<file path="config.mk">
export PLATFORM = sky130hd
export DESIGN_NAME = cfg_mgmt_responder_flat
export DESIGN_NICKNAME = d
export VERILOG_FILES = /design/src/rtl/cfg_mgmt_responder_if.sv /design/src/rtl/cfg_mgmt_responder.sv /design/src/flat_wrapper.sv
export SDC_FILE = /design/constraint.sdc
export NUM_CORES = 1
export LEC_CHECK = 0
export ABC_AREA = 1
export CAP_MARGIN = 20
export CORE_AREA = 2 2 108 110
export CTS_CLUSTER_SIZE = 8
export DETAILED_ROUTE_END_ITERATION = 12
export DIE_AREA = 0 0 110 112
export HOLD_SLACK_MARGIN = 0.15
export PLACE_DENSITY = 0.85
export SLEW_MARGIN = 5
export SYNTH_ARGS = -nofsm -noshare
export SYNTH_HDL_FRONTEND = slang
export SYNTH_SLANG_ARGS = --single-unit
</file>
<file path="constraint.sdc">
create_clock -name user_clk -period 4.7 [get_ports user_clk]
set_clock_uncertainty 0.2 [all_clocks]
set_input_delay 0.47 -clock user_clk [delete_from_list [all_inputs] [get_ports user_clk]]
set_output_delay 0.47 -clock user_clk [all_outputs]
set_load 0.02 [all_outputs]
</file>
<file path="src/rtl/cfg_mgmt_responder_if.sv">
// cfg_mgmt_responder_if
//   Bundles the configuration-management request/response bus, the error
//   pulse inputs and the decoded Command/BAR0 outputs of cfg_mgmt_responder.
//   master : the requester side (drives requests and err_set).
//   slave  : the responder side (cfg_mgmt_responder).
interface cfg_mgmt_responder_if;
  logic [9:0]  cfg_mgmt_addr;
  logic [7:0]  cfg_mgmt_function_number;
  logic        cfg_mgmt_write;
  logic [31:0] cfg_mgmt_write_data;
  logic [3:0]  cfg_mgmt_byte_enable;
  logic        cfg_mgmt_read;
  logic        cfg_mgmt_debug_access;
  logic [31:0] cfg_mgmt_read_data;
  logic        cfg_mgmt_read_write_done;
  logic [4:0]  err_set;
  logic        cmd_mem_en;
  logic        cmd_bus_master_en;
  logic [31:0] bar0_base;

  modport master (
    output cfg_mgmt_addr, cfg_mgmt_function_number, cfg_mgmt_write,
           cfg_mgmt_write_data, cfg_mgmt_byte_enable, cfg_mgmt_read,
           cfg_mgmt_debug_access, err_set,
    input  cfg_mgmt_read_data, cfg_mgmt_read_write_done, cmd_mem_en,
           cmd_bus_master_en, bar0_base
  );

  modport slave (
    input  cfg_mgmt_addr, cfg_mgmt_function_number, cfg_mgmt_write,
           cfg_mgmt_write_data, cfg_mgmt_byte_enable, cfg_mgmt_read,
           cfg_mgmt_debug_access, err_set,
    output cfg_mgmt_read_data, cfg_mgmt_read_write_done, cmd_mem_en,
           cmd_bus_master_en, bar0_base
  );
endinterface

</file>
<file path="src/rtl/cfg_mgmt_responder.sv">
// cfg_mgmt_responder
//   Small type-0 style configuration space for function 0, served over a
//   cfg_mgmt read/write bus with a fixed completion latency.
//   Ports:
//     user_clk   : clock
//     user_reset : asynchronous active-high reset
//     bus        : cfg_mgmt_responder_if.slave (request, read data, done
//                  pulse, err_set pulses, Command/BAR0 outputs)
//   Build option:
//     CFG_RESP_DEBUG_EN : debug writes load Status error bits directly.
//   Map: dw0 {DEVICE_ID,VENDOR_ID}, dw1 {Status,Command}, dw2 CLASS_REV,
//        dw3 cache line size [7:0], dw4 BAR0; everything else reads 0.
module cfg_mgmt_responder #(
  parameter int          LATENCY        = 2,
  parameter logic [15:0] VENDOR_ID      = 16'h10EE,
  parameter logic [15:0] DEVICE_ID      = 16'h9038,
  parameter logic [31:0] CLASS_REV      = 32'h06040000,
  parameter int          BAR0_SIZE_LOG2 = 12
) (
  input  logic              user_clk,
  input  logic              user_reset,
  cfg_mgmt_responder_if.slave bus
);

  localparam logic [1:0] IDLE = 2'd0;
  localparam logic [1:0] BUSY = 2'd1;
  localparam logic [1:0] DONE = 2'd2;
  localparam logic [1:0] HOLD = 2'd3;

  localparam logic [31:0] BAR_MASK = ~((32'h1 << BAR0_SIZE_LOG2) - 32'h1);
  localparam logic [3:0]  CNT_INIT = 4'(LATENCY - 1);

  typedef struct packed {
    logic        wr;
    logic [9:0]  addr;
    logic [7:0]  func;
    logic [31:0] data;
    logic [3:0]  be;
    logic        dbg;
  } req_t;

  logic [1:0]  state_q, state_d;
  logic [3:0]  cnt_q, cnt_d;
  req_t        req_q, req_d;
  logic        done_q, done_d;
  logic [31:0] rdata_q, rdata_d;
  logic        mem_en_q, mem_en_d;
  logic        bm_en_q, bm_en_d;
  logic [4:0]  status_q, status_d;
  logic [7:0]  cls_q, cls_d;
  logic [31:0] bar0_q, bar0_d;

  logic        commit;
  logic        wr_ok;
  logic        dbg_wr;
  logic [31:0] wmask;
  logic [31:0] rd_mux;

`ifdef CFG_RESP_DEBUG_EN
  assign dbg_wr = req_q.dbg;
`else
  logic unused_dbg;
  assign unused_dbg = req_q.dbg;
  assign dbg_wr     = 1'b0;
`endif

  // The last BUSY cycle is the commit cycle: its edge raises done.
  assign commit = (state_q == BUSY) && (cnt_q == 4'd0);
  assign wr_ok  = commit && req_q.wr && (req_q.func == 8'd0);
  assign wmask  = {{8{req_q.be[3]}}, {8{req_q.be[2]}},
                   {8{req_q.be[1]}}, {8{req_q.be[0]}}};

  always_comb begin
    rd_mux = 32'h0;
    case (req_q.addr)
      10'd0:   rd_mux = {DEVICE_ID, VENDOR_ID};
      10'd1:   rd_mux = {status_q, 11'b0, 13'b0, bm_en_q, mem_en_q, 1'b0};
      10'd2:   rd_mux = CLASS_REV;
      10'd3:   rd_mux = {24'h0, cls_q};
      10'd4:   rd_mux = bar0_q;
      default: rd_mux = 32'h0;
    endcase
  end

  always_comb begin
    state_d  = state_q;
    cnt_d    = cnt_q;
    req_d    = req_q;
    done_d   = 1'b0;
    rdata_d  = rdata_q;
    mem_en_d = mem_en_q;
    bm_en_d  = bm_en_q;
    status_d = status_q;
    cls_d    = cls_q;
    bar0_d   = bar0_q;

    case (state_q)
      IDLE: if (bus.cfg_mgmt_read || bus.cfg_mgmt_write) begin
        // write wins when both strobes are high
        req_d.wr   = bus.cfg_mgmt_write;
        req_d.addr = bus.cfg_mgmt_addr;
        req_d.func = bus.cfg_mgmt_function_number;
        req_d.data = bus.cfg_mgmt_write_data;
        req_d.be   = bus.cfg_mgmt_byte_enable;
        req_d.dbg  = bus.cfg_mgmt_debug_access;
        cnt_d      = CNT_INIT;
        state_d    = BUSY;
      end
      BUSY: begin
        if (cnt_q == 4'd0) begin
          state_d = DONE;
          done_d  = 1'b1;
        end else begin
          cnt_d = cnt_q - 4'd1;
        end
      end
      DONE: state_d = HOLD;
      default: if (!bus.cfg_mgmt_read && !bus.cfg_mgmt_write) state_d = IDLE;
    endcase

    if (commit && !req_q.wr)
      rdata_d = (req_q.func == 8'd0) ? rd_mux : 32'h0;

    if (wr_ok && req_q.addr == 10'd1) begin
      if (req_q.be[0]) begin
        mem_en_d = req_q.data[1];
        bm_en_d  = req_q.data[2];
      end
      if (req_q.be[3])
        status_d = dbg_wr ? req_q.data[31:27] : (status_q & ~req_q.data[31:27]);
    end
    if (wr_ok && req_q.addr == 10'd3 && req_q.be[0])
      cls_d = req_q.data[7:0];
    if (wr_ok && req_q.addr == 10'd4)
      bar0_d = ((bar0_q & ~wmask) | (req_q.data & wmask)) & BAR_MASK;

    // error sets are applied last so they beat a same-cycle clear
    status_d = status_d | bus.err_set;
  end

  always_ff @(posedge user_clk or posedge user_reset) begin
    if (user_reset) begin
      state_q  <= IDLE;
      cnt_q    <= 4'd0;
      req_q    <= '0;
      done_q   <= 1'b0;
      rdata_q  <= 32'h0;
      mem_en_q <= 1'b0;
      bm_en_q  <= 1'b0;
      status_q <= 5'h0;
      cls_q    <= 8'h0;
      bar0_q   <= 32'h0;
    end else begin
      state_q  <= state_d;
      cnt_q    <= cnt_d;
      req_q    <= req_d;
      done_q   <= done_d;
      rdata_q  <= rdata_d;
      mem_en_q <= mem_en_d;
      bm_en_q  <= bm_en_d;
      status_q <= status_d;
      cls_q    <= cls_d;
      bar0_q   <= bar0_d;
    end
  end

  assign bus.cfg_mgmt_read_data       = rdata_q;
  assign bus.cfg_mgmt_read_write_done = done_q;
  assign bus.cmd_mem_en               = mem_en_q;
  assign bus.cmd_bus_master_en        = bm_en_q;
  assign bus.bar0_base                = bar0_q;

endmodule

</file>
<file path="src/flat_wrapper.sv">
// flat-port wrapper written by rule: the top's interface ports become plain ports
module cfg_mgmt_responder_flat 
#(
  parameter int          LATENCY        = 2,
  parameter logic [15:0] VENDOR_ID      = 16'h10EE,
  parameter logic [15:0] DEVICE_ID      = 16'h9038,
  parameter logic [31:0] CLASS_REV      = 32'h06040000,
  parameter int          BAR0_SIZE_LOG2 = 12
)
  (user_clk, user_reset, bus_cfg_mgmt_addr, bus_cfg_mgmt_function_number, bus_cfg_mgmt_write, bus_cfg_mgmt_write_data, bus_cfg_mgmt_byte_enable, bus_cfg_mgmt_read, bus_cfg_mgmt_debug_access, bus_err_set, bus_cfg_mgmt_read_data, bus_cfg_mgmt_read_write_done, bus_cmd_mem_en, bus_cmd_bus_master_en, bus_bar0_base);
  cfg_mgmt_responder_if bus_i ();
  input  logic user_clk;
  input  logic user_reset;
  input wire logic [$bits(bus_i.cfg_mgmt_addr)-1:0] bus_cfg_mgmt_addr;
  input wire logic [$bits(bus_i.cfg_mgmt_function_number)-1:0] bus_cfg_mgmt_function_number;
  input wire logic [$bits(bus_i.cfg_mgmt_write)-1:0] bus_cfg_mgmt_write;
  input wire logic [$bits(bus_i.cfg_mgmt_write_data)-1:0] bus_cfg_mgmt_write_data;
  input wire logic [$bits(bus_i.cfg_mgmt_byte_enable)-1:0] bus_cfg_mgmt_byte_enable;
  input wire logic [$bits(bus_i.cfg_mgmt_read)-1:0] bus_cfg_mgmt_read;
  input wire logic [$bits(bus_i.cfg_mgmt_debug_access)-1:0] bus_cfg_mgmt_debug_access;
  input wire logic [$bits(bus_i.err_set)-1:0] bus_err_set;
  output wire logic [$bits(bus_i.cfg_mgmt_read_data)-1:0] bus_cfg_mgmt_read_data;
  output wire logic [$bits(bus_i.cfg_mgmt_read_write_done)-1:0] bus_cfg_mgmt_read_write_done;
  output wire logic [$bits(bus_i.cmd_mem_en)-1:0] bus_cmd_mem_en;
  output wire logic [$bits(bus_i.cmd_bus_master_en)-1:0] bus_cmd_bus_master_en;
  output wire logic [$bits(bus_i.bar0_base)-1:0] bus_bar0_base;
  assign bus_i.cfg_mgmt_addr = bus_cfg_mgmt_addr;
  assign bus_i.cfg_mgmt_function_number = bus_cfg_mgmt_function_number;
  assign bus_i.cfg_mgmt_write = bus_cfg_mgmt_write;
  assign bus_i.cfg_mgmt_write_data = bus_cfg_mgmt_write_data;
  assign bus_i.cfg_mgmt_byte_enable = bus_cfg_mgmt_byte_enable;
  assign bus_i.cfg_mgmt_read = bus_cfg_mgmt_read;
  assign bus_i.cfg_mgmt_debug_access = bus_cfg_mgmt_debug_access;
  assign bus_i.err_set = bus_err_set;
  assign bus_cfg_mgmt_read_data = bus_i.cfg_mgmt_read_data;
  assign bus_cfg_mgmt_read_write_done = bus_i.cfg_mgmt_read_write_done;
  assign bus_cmd_mem_en = bus_i.cmd_mem_en;
  assign bus_cmd_bus_master_en = bus_i.cmd_bus_master_en;
  assign bus_bar0_base = bus_i.bar0_base;
  cfg_mgmt_responder #(.LATENCY(LATENCY), .VENDOR_ID(VENDOR_ID), .DEVICE_ID(DEVICE_ID), .CLASS_REV(CLASS_REV), .BAR0_SIZE_LOG2(BAR0_SIZE_LOG2)) u_core (.user_clk(user_clk), .user_reset(user_reset), .bus(bus_i));
endmodule
</file>
==> results of run 1 <==
## routing by layer
layer  GRT usage (%)  wire length, um
met1           32.31             5746
met2           34.36             6304
met3           5.621              800
met4           9.705              377
met5               0                0
## how the worst max path moves through the flow
stage	start	cells past startpoint	endpoint	slack [ns]
after floorplan	user_reset	1	async pin	0.82
after global placement	u_core.req_q[45]	7	u_core.bus.cfg_mgmt_read_data[7]	2.22
after detailed placement	u_core.req_q[45]	7	u_core.bus.cfg_mgmt_read_data[31]	2.17
after CTS	u_core.req_q[45]	7	flop	2.15
after global routing	u_core.req_q[45]	7	flop	1.91
final	u_core.req_q[45]	7	flop	2.13
## stage by stage
step	total power, mW	utilization, %
6_report	3.662	64.36
5_1_grt	3.882	64.36
4_1_cts	3.665	64.36
3_5_place_dp	2.330	58.96
3_3_place_gp	2.280	58.96
2_1_floorplan	2.093	-
## cell families after synthesis
| logic type | share of synthesized area (%) |
|---|---|
| and+or+nand+nor | 34.22 |
| DFF | 55.24 |
| buffers and inverters | 6.985 |
| AOI/OAI and AO/OA | 2.032 |
| adders and majority gates | 1.141 |
| xor gates and xnor gates | 0.3196 |
| other | 0.06841 |
## synthesized netlist by cell type, types with 3 or more instances
cell type and number:
nor2_4 3, nand2_2 8, nand2_1 325, o21ai_0 8, nand3_1 51, buf_2 9
nand4_1 24, nand3_2 4, nor2_1 21, a21boi_0 5, dfrtp_1 121, ha_1 5
inv_1 29, clkbuf_1 8, buf_4 21, nor2_2 6, buf_6 3
## critical path, cell delays in order, from the launching register on
cell and delay [ns]:
dfrtp_1 0.45, nor2_2 0.20, nand3_1 0.11, nor2_2 0.77
buf_4 0.33, nand3_2 0.19, nand2_1 0.13, nand2_1 0.06
## power groups by stage
| stage | registers (mW) | logic, mW | clock network (mW) |
|---|---|---|---|
| after floorplan | 1.44 | 0.657 | 0 |
| after global placement | 1.49 | 0.787 | 0 |
| after detailed placement | 1.50 | 0.825 | 0 |
| after CTS | 1.50 | 0.847 | 1.32 |
| after global routing | 1.53 | 0.972 | 1.38 |
| final | 1.50 | 0.843 | 1.31 |
## layout make-up
type | instances | area, sq um
clock buffer | 19 | 452.9
multi-input combinational | 485 | 2135
clock inverter | 12 | 150.1
tap | 143 | 178.9
fill | 907 | 3983
sequential | 121 | 3028
inverter | 31 | 118.9
timing repair buffer | 114 | 1129
==> impl_metrics.json, run 1 <==
{
  "status": "finished, final reports clean",
  "start_util_pct": 49.05,
  "grt_usage_pct": 23.09,
  "dieWidth_um": 110,
  "gp_congestion": 0.8689,
  "cts_setup_buffers": 0,
  "cts_tree": "done",
  "antenna_found_initial": 0,
  "die_h_um": 112,
  "setup_tns_ns": 0,
  "cts_resized": 0,
  "cp-start-kind": "flop",
  "cts-root-buf": "clkbuf_16",
  "wl_per_cell_um": 14.30,
  "power-per-cell-area_mw_per_mm2": 509.2,
  "power_frac_seq_pct": 41.1,
  "reg2reg_slack_ns": 2.13,
  "grt_setup_unrepaired": "false",
  "dieArea_sq_mm": 0.01232,
  "synth_cell_types": 26,
  "cap_violations": 0,
  "diodes": 0,
  "htreeDepth": 4,
  "switching_share_pct": 33.87,
  "slew_headroom_pct": 33.54,
  "hold_violations": 0,
  "dp_slack_ns": 2.169,
  "port_buffers": 109,
  "comb_power_share_pct": 23.0,
  "ys_ff_latch": 121,
  "avgViaCountPerCell": 5.048,
  "internal-power_mw": 2.421,
  "cp_max_fo": 26,
  "endpoint_kind": "flop",
  "leakage_nw": 3.719,
  "syn_avg_cell_area_sq_um": 8.268,
  "num_rows": 39,
  "drcViolationCount": 0,
  "synth_ff_type": "dfrtp_1",
  "fin_crit_sh_pct": 54.60,
  "fin_ws_ns": 2.134,
  "fmax_mhz": 389.7,
  "totalWireLength_um": 13230,
  "final_common_cell": "nand2_1",
  "arrival_ns": 2.66,
  "area_growth_syn_to_layout_pct": 31.20,
  "core_area_sq_mm": 0.01117,
  "first_pass_iters": 5,
  "dr_total_vias": 4669,
  "grt_pass1_wl_um": 21910,
  "clk_pin_slew_worst_paths_ns": 0.06,
  "ir_drop_uv": 363.1,
  "pwr-share-clk_pct": 35.9,
  "reg2regPathDepth": 7,
  "min_to": "u_core.req_q[50]",
  "power_switching_mw": 1.240,
  "async_flop_share_pct": 100.0,
  "drv_slew": 0,
  "placed_cell_area_sq_mm": 0.006589,
  "clockBufferDepth": 2,
  "insertion_delay_ns": 0.41,
  "final_cell_mix": "nand2_1 (325), dfrtp_1 (121), clkdlybuf4s50_1 (109)",
  "setup_violations": 0,
  "yosys_warnings": 0,
  "worstMarginPinSlew_ns": 0.9959,
  "synth_edf_count": 0,
  "drtIter0Drc": 371,
  "synth.cell_area_sq_mm": 0.005482,
  "hold_start": "u_core.req_q[50]",
  "holdBufCountCts": 0,
  "synth_top_area_cell": "dfrtp_1",
  "cts_sinks": 121,
  "drtAntennaViolNets": 0,
  "cp.required_ns": 4.79,
  "hpwl_um": 8838,
  "min_period_ns": 2.566,
  "hold_depth": 2,
  "min_path_type": "reg2reg",
  "grt-ovfl-total": 0,
  "grt_max_degree": 71,
  "whs_ns": 0.2713,
  "synth_top_area_share_pct": 55.24,
  "drive_gt1_share_pct": 7.801,
  "criticalPathCategory": "reg2reg",
  "grt_pass1_vias": 4497,
  "nNetsFinal": 839,
  "design_area_sq_mm": 0.007192,
  "dpl.cell_count": 894,
  "cts_buffers": 17,
  "synthCells": 663,
  "fin_cells": 925,
  "synth_seq_area_share_pct": 55.24,
  "io_pins": 131,
  "ys_top_cells_by_area": "dfrtp_1 (55%), nand2_1 (22%), nand3_1 (4.7%)",
  "reg2reg_from": "u_core.req_q[45]"
}
(Power assumes the default switching activity.)
==> run 2, diff against run 1 <==
==> constraint.sdc (replaced) <==
create_clock -name user_clk -period 2.5 [get_ports user_clk]
set_clock_uncertainty 0.2 [all_clocks]
set_input_delay 0.25 -clock user_clk [delete_from_list [all_inputs] [get_ports user_clk]]
set_output_delay 0.25 -clock user_clk [all_outputs]
set_load 0.02 [all_outputs]
==> run 2 against run 1 <==
Against the previous run:
- critical path depth rose by 1
- design area rose by 1.7%
- clock power rose by 110%
- global-route usage fell by 0.52 points
- maximum frequency rose by 18%
- critical path type unchanged
==> impl_metrics.json, run 2 (synthesized netlist as in run 1, its figures left out) <==
{
  "crit_family": "simple AND/OR/NAND/NOR gates",
  "worstPathCellList": "inv_1 -> ha_1 -> nand4_1 -> nor2_2 -> buf_4 -> nand3_1 -> nand2_1 -> nand2_1",
  "dpl.cell_count": 898,
  "setup_tns_ns": 0,
  "arrival_ns": 2.26,
  "grt-ovfl-total": 0,
  "start_util_pct": 49.05,
  "num_rows": 39,
  "drcViolationCount": 0,
  "critPathSlowestCell": "dfrtp_1",
  "clockBufferDepth": 2,
  "avgViaCountPerCell": 5.115,
  "nNetsFinal": 844,
  "dieWidth_um": 110,
  "fmax_mhz": 459.3,
  "setup_violations": 0,
  "diodes": 0,
  "cts-root-buf": "clkbuf_16",
  "first_pass_iters": 5,
  "area_growth_syn_to_layout_pct": 33.42,
  "worst-path-buf-inv": 2,
  "regArea_sq_mm": 0.003028,
  "multiInputGateArea_sq_mm": 0.002135,
  "clk_pin_slew_worst_paths_ns": 0.06,
  "cts_sinks": 121,
  "critPathMostFrequentCell": "nand2_1",
  "grt_pass1_vias": 4555,
  "grt_pass1_wl_um": 21520,
  "cp-start-kind": "flop",
  "num-fill-cells": 885,
  "p_total_mw": 7.126,
  "slowest_delay_ns": 0.41,
  "cp.required_ns": 2.58,
  "final_cell_mix": "nand2_1 (325), dfrtp_1 (121), clkdlybuf4s50_1 (109)",
  "hold_violations": 0,
  "placed_cell_area_sq_mm": 0.006645,
  "power-per-cell-area_mw_per_mm2": 974.4,
  "die_h_um": 112,
  "design_area_sq_mm": 0.007313,
  "cts_buffers": 17,
  "worstMarginPinSlew_ns": 0.5768,
  "min_period_ns": 2.177,
  "gp_congestion": 0.8663,
  "antenna_found_initial": 0,
  "totalWireLength_um": 13170,
  "drtIter0Drc": 387,
  "fin_cells": 931,
  "drive_gt1_share_pct": 8.376,
  "dieArea_sq_mm": 0.01232,
  "drtAntennaViolNets": 0,
  "dr_total_vias": 4762,
  "port_buffers": 109,
  "fin_crit_sh_pct": 87.10,
  "min_path_type": "in2reg",
  "endpoint_kind": "flop",
  "grt_setup_unrepaired": "false",
  "final_common_cell": "nand2_1",
  "cap_violations": 0,
  "grt_max_degree": 56,
  "wl_per_cell_um": 14.15,
  "hpwl_um": 9006,
  "cts_tree": "done",
  "cp_max_fo": 31,
  "htreeDepth": 4,
  "insertion_delay_ns": 0.41,
  "criticalPathCategory": "reg2reg",
  "drv_slew": 0,
  "slew_headroom_pct": 61.54,
  "core_area_sq_mm": 0.01117,
  "leakage_nw": 3.775,
  "grt_usage_pct": 22.57,
  "ir_drop_uv": 580.7,
  "status": "finished, final reports clean",
  "io_pins": 131
}
## run 2: cell count changes in the layout (fill, tap and decap cells not counted), sizes merged
cell / delta
bufinv: +2
clkbuf: -1
buf: +4
inv: +1
clkinv: -1
dlygate4sd3: +1
## run 2: power breakdown
part	internal [mW]	leakage [nW]	switching, mW
Sequential	2.42	1.57	0.392
Combinational	0.556	1.89	1.07
Clock	1.80	0.317	0.886
Total	4.78	3.78	2.35
## run 2: final timing paths
| kind | slack (ns) | cells past startpoint | to | from |
|---|---|---|---|---|
| worst max-delay path | 0.32 | 8 | u_core.cls_q[1] | u_core.state_q[1] |
| worst min-delay path | 0.17 | 3 | u_core.req_q[10] | bus_cfg_mgmt_write_data[5] |
| worst max register to register | 0.32 | 8 | u_core.cls_q[1] | u_core.state_q[1] |
| worst min register to register | 0.27 | 2 | u_core.req_q[38] | u_core.req_q[38] |
| max in group asynchronous | 0.93 | 4 | u_core.req_q[3] | user_reset |
| min in group asynchronous | 0.63 | 4 | u_core.bus.cfg_mgmt_read_data[6] | user_reset |
## run 2: stage by stage
| step | worst slack, ns | utilization (%) | hold slack, ns |
|---|---|---|---|
| after global routing | 0.1639 | 65.45 | 0.1756 |
| after detailed placement | 0.3921 | 59.47 | 0.2598 |
| after floorplan | 0.5667 | - | 0.1644 |
| final | 0.3226 | 65.45 | 0.1732 |
| after CTS | 0.3264 | 65.45 | 0.1675 |
| after global placement | 0.4229 | 59.47 | 0.2537 |
## run 2: worst register-to-register path, cell delays in order (launching register included)
cell and delay (ns):
dfrtp_1 0.41, inv_1 0.09, ha_1 0.24, nand4_1 0.13, nor2_2 0.11, buf_4 0.30, nand3_1 0.35, nand2_1 0.14
nand2_1 0.08
## run 2: timing repair
item | in CTS | in global routing
endpoints found under the hold margin | 76 | 0
hold buffers | 1 | 0
gates resized for setup | 0 | 0
setup buffers | 0 | 0
## run 2: per-layer routing
metal  global-route usage [%]  vias up  wire length [um]  share of wire (%)
li1                         -     2287                 -                  -
met1                    30.70     2230              5660                 43
met2                    34.64      210              6191                 47
met3                    4.918       35               907                6.9
met4                    10.04        0               413                3.1
met5                        0        -                 0                  0
## run 2: area by class of cell
type                            count  area share, %
Clock inverter                     14          2.994
Multi-Input combinational cell    485          29.19
Timing Repair Buffer              119          16.32
Clock buffer                       18          6.005
Inverter                           31          1.642
Tap cell                          143          2.447
Sequential cell                   121          41.40
